**config.mk**
```make
export PLATFORM = sky130hd
export DESIGN_NAME = alu_microstep_sequencer
export DESIGN_NICKNAME = d
export VERILOG_FILES = /design/src/rtl/alu_microstep_sequencer_pkg.sv /design/src/rtl/alu_microstep_sequencer_field_decode.sv /design/src/rtl/alu_microstep_sequencer.sv
export SDC_FILE = /design/constraint.sdc
export NUM_CORES = 1
export LEC_CHECK = 0
export CAP_MARGIN = 10
export CORE_ASPECT_RATIO = 0.75
export CORE_MARGIN = 2
export CORE_UTILIZATION = 27
export DETAILED_ROUTE_END_ITERATION = 16
export PLACE_DENSITY = 0.87
export SLEW_MARGIN = 0
export SYNTH_ARGS = -nofsm -noshare
export SYNTH_HDL_FRONTEND = slang
export SYNTH_SLANG_ARGS = --single-unit
```
**constraint.sdc**
```tcl
create_clock -name clk -period 1.95 [get_ports clk]
set_input_delay 0.195 -clock clk [delete_from_list [all_inputs] [get_ports clk]]
set_output_delay 0.195 -clock clk [all_outputs]
set_load 0.005 [all_outputs]
```
**src/rtl/alu_microstep_sequencer_pkg.sv**
```systemverilog
// Shared types and constants for the microstep sequencer: state encoding, opcode classes and
// instruction field placement.
package seq_pkg;

  typedef enum logic [2:0] {
    StIdle,
    StT0,
    StT1,
    StT2,
    StT3,
    StT4,
    StT5,
    StT6
  } seq_state_e;

  localparam int unsigned OPC_ALU_MAX = 32'h0D;
  localparam int unsigned OPC_MUL     = 32'h0E;
  localparam int unsigned OPC_DIV     = 32'h0F;

  // Register fields follow the opcode MSB-first in this order.
  localparam int unsigned FLD_RA = 0;
  localparam int unsigned FLD_RB = 1;
  localparam int unsigned FLD_RC = 2;

  function automatic int unsigned field_msb(int unsigned ir_w, int unsigned sel_w,
                                            int unsigned addr_w, int unsigned fld);
    return ir_w - 1 - sel_w - fld * addr_w;
  endfunction

endpackage

```
**src/rtl/alu_microstep_sequencer_field_decode.sv**
```systemverilog
// Splits the instruction word into opcode and register fields, one-hot encodes the registers
// and classifies the opcode.
module seq_field_decode
  import seq_pkg::*;
#(
  parameter int unsigned NUM_REGS   = 16,
  parameter int unsigned REG_ADDR_W = 4,
  parameter int unsigned ALU_SEL_W  = 5,
  parameter int unsigned IR_W       = 32
) (
  input  logic [IR_W-1:0]      i_ir,
  output logic [ALU_SEL_W-1:0] o_opcode,
  output logic [NUM_REGS-1:0]  o_ra_oh,
  output logic [NUM_REGS-1:0]  o_rb_oh,
  output logic [NUM_REGS-1:0]  o_rc_oh,
  output logic                 o_is_muldiv,
  output logic                 o_legal
);

  localparam int unsigned RaMsb = field_msb(IR_W, ALU_SEL_W, REG_ADDR_W, FLD_RA);
  localparam int unsigned RbMsb = field_msb(IR_W, ALU_SEL_W, REG_ADDR_W, FLD_RB);
  localparam int unsigned RcMsb = field_msb(IR_W, ALU_SEL_W, REG_ADDR_W, FLD_RC);

  logic [REG_ADDR_W-1:0] w_ra;
  logic [REG_ADDR_W-1:0] w_rb;
  logic [REG_ADDR_W-1:0] w_rc;
  logic                  w_is_alu;
  logic                  w_fields_ok;

  assign o_opcode = i_ir[IR_W-1 -: ALU_SEL_W];
  assign w_ra     = i_ir[RaMsb -: REG_ADDR_W];
  assign w_rb     = i_ir[RbMsb -: REG_ADDR_W];
  assign w_rc     = i_ir[RcMsb -: REG_ADDR_W];

  assign w_is_alu    = 32'(o_opcode) <= OPC_ALU_MAX;
  assign o_is_muldiv = (32'(o_opcode) == OPC_MUL) || (32'(o_opcode) == OPC_DIV);

  // Out-of-range register indices yield an all-zero vector and make the instruction illegal.
  assign w_fields_ok = (32'(w_ra) < NUM_REGS) && (32'(w_rb) < NUM_REGS) &&
                       (32'(w_rc) < NUM_REGS);
  assign o_legal     = (w_is_alu || o_is_muldiv) && w_fields_ok;

  always_comb begin
    o_ra_oh = '0;
    o_rb_oh = '0;
    o_rc_oh = '0;
    for (int unsigned i = 0; i < NUM_REGS; i++) begin
      o_ra_oh[i] = (32'(w_ra) == i);
      o_rb_oh[i] = (32'(w_rb) == i);
      o_rc_oh[i] = (32'(w_rc) == i);
    end
  end

  if (RcMsb >= REG_ADDR_W) begin : g_spare
    logic w_unused_ir_lsbs;
    assign w_unused_ir_lsbs = ^i_ir[RcMsb-REG_ADDR_W:0];
  end

endmodule

```
**src/rtl/alu_microstep_sequencer.sv**
```systemverilog
// Microstep control FSM for fetch, register-register ALU execute and the HI/LO write-back step
// of multiply/divide, with start/busy/done handshake and a memory-ready wait in T1.
module alu_microstep_sequencer
  import seq_pkg::*;
#(
  parameter int unsigned NUM_REGS    = 16,
  parameter int unsigned REG_ADDR_W  = 4,
  parameter int unsigned ALU_SEL_W   = 5,
  parameter int unsigned IR_W        = 32,
  parameter int unsigned R0_WRITABLE = 1
) (
  input  logic                 clk,
  input  logic                 clr,
  input  logic                 start,
  input  logic                 mem_ready,
  input  logic [IR_W-1:0]      ir,
  output logic                 busy,
  output logic                 done,
  output logic                 illegal,
  output logic [NUM_REGS-1:0]  Rin,
  output logic [NUM_REGS-1:0]  Rout,
  output logic                 PCout,
  output logic                 MARin,
  output logic                 IncPC,
  output logic                 Zin,
  output logic                 ZLOout,
  output logic                 ZHIout,
  output logic                 PCin,
  output logic                 Read,
  output logic                 MDRin,
  output logic                 MDRout,
  output logic                 IRin,
  output logic                 Yin,
  output logic                 LOin,
  output logic                 HIin,
  output logic [ALU_SEL_W-1:0] ALUSelection
);

  localparam logic [NUM_REGS-1:0] RinMask = (R0_WRITABLE != 0) ? {NUM_REGS{1'b1}} :
                                            {{(NUM_REGS-1){1'b1}}, 1'b0};

  seq_state_e            r_state;
  logic                  r_done;
  logic                  r_illegal;
  logic [ALU_SEL_W-1:0]  w_opcode;
  logic [NUM_REGS-1:0]   w_ra_oh;
  logic [NUM_REGS-1:0]   w_rb_oh;
  logic [NUM_REGS-1:0]   w_rc_oh;
  logic                  w_is_muldiv;
  logic                  w_legal;

  seq_field_decode #(
    .NUM_REGS  (NUM_REGS),
    .REG_ADDR_W(REG_ADDR_W),
    .ALU_SEL_W (ALU_SEL_W),
    .IR_W      (IR_W)
  ) u_field_decode (
    .i_ir       (ir),
    .o_opcode   (w_opcode),
    .o_ra_oh    (w_ra_oh),
    .o_rb_oh    (w_rb_oh),
    .o_rc_oh    (w_rc_oh),
    .o_is_muldiv(w_is_muldiv),
    .o_legal    (w_legal)
  );

  always_ff @(posedge clk or negedge clr) begin
    if (!clr) begin
      r_state   <= StIdle;
      r_done    <= 1'b0;
      r_illegal <= 1'b0;
    end else begin
      r_done    <= 1'b0;
      r_illegal <= 1'b0;
      unique case (r_state)
        StIdle: if (start) r_state <= StT0;
        StT0:   r_state <= StT1;
        StT1:   if (mem_ready) r_state <= StT2;
        StT2:   r_state <= StT3;
        StT3: begin
          if (w_legal) begin
            r_state <= StT4;
          end else begin
            r_state   <= StIdle;
            r_illegal <= 1'b1;
          end
        end
        StT4:   r_state <= StT5;
        StT5: begin
          if (w_is_muldiv) begin
            r_state <= StT6;
          end else begin
            r_state <= StIdle;
            r_done  <= 1'b1;
          end
        end
        StT6: begin
          r_state <= StIdle;
          r_done  <= 1'b1;
        end
      endcase
    end
  end

  assign done    = r_done;
  assign illegal = r_illegal;

  // Strobes decode straight from the state so an asynchronous clear blanks them at once.
  always_comb begin
    busy         = (r_state != StIdle);
    Rin          = '0;
    Rout         = '0;
    PCout        = 1'b0;
    MARin        = 1'b0;
    IncPC        = 1'b0;
    Zin          = 1'b0;
    ZLOout       = 1'b0;
    ZHIout       = 1'b0;
    PCin         = 1'b0;
    Read         = 1'b0;
    MDRin        = 1'b0;
    MDRout       = 1'b0;
    IRin         = 1'b0;
    Yin          = 1'b0;
    LOin         = 1'b0;
    HIin         = 1'b0;
    ALUSelection = '0;
    unique case (r_state)
      StIdle: ;
      StT0: begin
        PCout = 1'b1;
        MARin = 1'b1;
        IncPC = 1'b1;
        Zin   = 1'b1;
      end
      StT1: begin
        ZLOout = 1'b1;
        Read   = 1'b1;
        MDRin  = 1'b1;
        PCin   = mem_ready;
      end
      StT2: begin
        MDRout = 1'b1;
        IRin   = 1'b1;
      end
      StT3: begin
        Rout = w_rb_oh;
        Yin  = 1'b1;
      end
      StT4: begin
        Rout         = w_rc_oh;
        Zin          = 1'b1;
        ALUSelection = w_opcode;
      end
      StT5: begin
        ZLOout = 1'b1;
        if (w_is_muldiv) begin
          LOin = 1'b1;
        end else if (w_legal) begin
          Rin = w_ra_oh & RinMask;
        end
      end
      StT6: begin
        ZHIout = 1'b1;
        HIin   = 1'b1;
      end
    endcase
  end

endmodule
```
==> results.cfg <==
[status]
outcome = finished, violations left
violations = setup timing

[global_routing]
antenna_found_initial = 0
grt.overflow.total = 0
grt_pass1_vias = 1217
grt_max_degree = 15
grt_pass1_wl_mm = 5.55
globalRouteTotalUtil = 0.215

[sta]
holdWs_ns = 0.198
finalWorstSetupSlack_ns = -0.176
timing.final.crit_period_ns = 2.13
skew_ns = 0.00405
period_share = 1.09
tightest_slew_ns = 0.318
slew_headroom = 0.788
slew_violations = 0
rsz0062_at_grt = true
timing_hold_violations_final = 0
fmax_mhz = 470
setup_viol_count_final = 14

[synthesis]
syn_avg_cell_area_um2 = 6.92
synth-seq-cells = 5
synth_nets = 145
netlist_area_um2 = 754
yosysSeqAreaShare = 0.166
synth_cells = 109
synth_cell_types = 29
ys_warn_count = 0

[floorplanning]
core-area_um2 = 2640
rows = 16
io_pins = 90
fp.dieH_um = 49.8
die_area_um2 = 3240
start_util = 0.286
fp.dieW_um = 65.0

[clock_network]
insertion_delay_ns = 0.22
cts_buffers = 3
h-tree-depth = 1
root_buffer = clkbuf_8
cts_hold_buf = 0
cts.path.max_buffers = 2
cts_tree = done
path_clk_slew_ns = 0.04
cts_sinks = 5

[run]
cap_viol_max_count = 0

[final_layout]
multi_input_area_um2 = 788
seq_area_um2 = 125
mostFrequentLayoutCell = clkdlybuf4s50_1
postLayoutCoreUtil = 0.732
drive_gt1_frac = 0.467
fill_cells = 204
n_antenna_cell = 0
final_cell_mix = clkdlybuf4s50_1, buf_4, buf_2
layout.nets = 249
area_delta_synth_final_pct = 156

[setup_path]
endpoint_kind = output port
worst-path-max-fanout = 3
worstSetupStartpointType = flop
cp.arrival_ns = 1.93
critPathRequiredTime_ns = 1.75
worst-setup-path-type = flop to output port

[min_path]
min_path_type = input port to async pin

[route]
drt-initial-drc-count = 105
vias_per_cell = 5.26
ant_nets = 0
wirelength_mm = 3.98
drc = 0
vias = 1305
dr.pass1.iters = 4
post_drt_wl_per_cell_um = 16.0

[place]
hpwl_mm = 2.52
port_buffers = 74
gp_congestion = 0.822

[power_and_ir_drop]
max-vdd-ir-drop_v = 0.000514
p_leak_nw = 1.00
powerDensity_nw_per_um2 = 670
-- where the power goes --
part | total [mW] | internal (mW) | switching, mW
combinational | 0.935 | 0.545 | 0.391
sequential | 0.168 | 0.139 | 0.0295
clock | 0.193 | 0.140 | 0.0522
total | 1.30 | 0.824 | 0.472
-- worst paths after layout --
path	from	end	slack [ns]	cells after the start
max	r_state[1]$_DFFE_PN0P_	Rout[0]	-0.18	5
min	clr	r_state[2]$_DFFE_PN0P_	0.20	1
max reg2reg	r_state[1]$_DFFE_PN0P_	r_state[2]$_DFFE_PN0P_	0.63	5
min reg2reg	r_state[2]$_DFFE_PN0P_	r_state[0]$_DFFE_PN0P_	0.67	2
max in group asynchronous	clr	done$_DFF_PN0_	1.56	1
min in group clk	ir[31]	illegal$_DFF_PN0_	0.47	2
-- cells in the mapped netlist --
| cell type | count | area share |
|---|---|---|
| a211o_1 | 1 | 0.012 |
| a211oi_1 | 2 | 0.020 |
| a21oi_1 | 1 | 0.0066 |
| and2_1 | 7 | 0.058 |
| and3_1 | 1 | 0.0083 |
| and3b_1 | 1 | 0.012 |
| and4bb_1 | 1 | 0.017 |
| buf_4 | 5 | 0.050 |
| clkbuf_1 | 4 | 0.020 |
| dfrtp_1 | 5 | 0.17 |
| inv_1 | 1 | 0.0050 |
| mux2_2 | 1 | 0.015 |
| nand2_1 | 5 | 0.025 |
| nand2b_1 | 6 | 0.050 |
| nand3_1 | 5 | 0.033 |
| nand3b_1 | 8 | 0.080 |
| nand4b_1 | 1 | 0.012 |
| nand4bb_1 | 1 | 0.015 |
| nor2_1 | 21 | 0.10 |
| nor2b_1 | 5 | 0.041 |
| nor3_1 | 1 | 0.0066 |
| o21ai_1 | 1 | 0.0066 |
| o22ai_1 | 11 | 0.091 |
| o32ai_1 | 4 | 0.046 |
| or2_2 | 2 | 0.017 |
| or3_1 | 4 | 0.033 |
| or3b_1 | 2 | 0.023 |
| or4_1 | 1 | 0.010 |
| or4b_4 | 1 | 0.018 |
-- cells by family (layout without fill, tap and decap cells) --
logic type      after synthesis  count (layout)  synth area share
compound gates               20              20             0.182
buf+inv                      10             113            0.0746
flops                         5               5             0.166
mux                           1               1            0.0149
simple gates                 73              73             0.562
-- routing by layer --
layer,vias to the layer above,GRT usage,share of wire
met5,-,0,0
met4,0,0.0590,0.015
met3,8,0.0479,0.079
met2,73,0.378,0.50
met1,614,0.265,0.40
li1,610,-,-
-- metrics by stage --
step	cells	power [mW]	area, um2	setup TNS, ns	setup WS (ns)
finish	248	1.30	1930	-0.845	-0.176
global route	248	1.38	1930	-1.46	-0.219
CTS	240	1.13	1730	-0.965	-0.152
detailed placement	226	0.860	1610	-7.84	-0.506
global placement	226	0.849	1610	-7.03	-0.480
floorplan	109	0.490	754	0	0.226
-- timing repair --
item | in CTS | in global routing
pin swaps | 12 | 14
buffers inserted | 10 | 7
gates cloned | 0 | 1
resized for setup | 89 | 79
setup endpoints to repair | 39 | 40
-- flip-flops by register name, indices dropped and copies added, names as in the netlist --
| register | count |
|---|---|
| r_state | 3 |
| done | 1 |
| illegal | 1 |
-- area by class of cell --
cell class                 count  area share
tap                           36      0.0233
timing repair buffer         108       0.479
inverter                       1     0.00194
clock buffer                   4      0.0233
multi-input combinational     94       0.408
sequential                     5      0.0647
-- worst max-delay path, stage by stage (launching register included) --
cell	delay [ns]
dfrtp_1	0.40
or4b_4	0.56
buf_6	0.14
or4_1	0.39
o21ai_1	0.10
buf_2	0.13
Power figures use the tool's default switching activity.
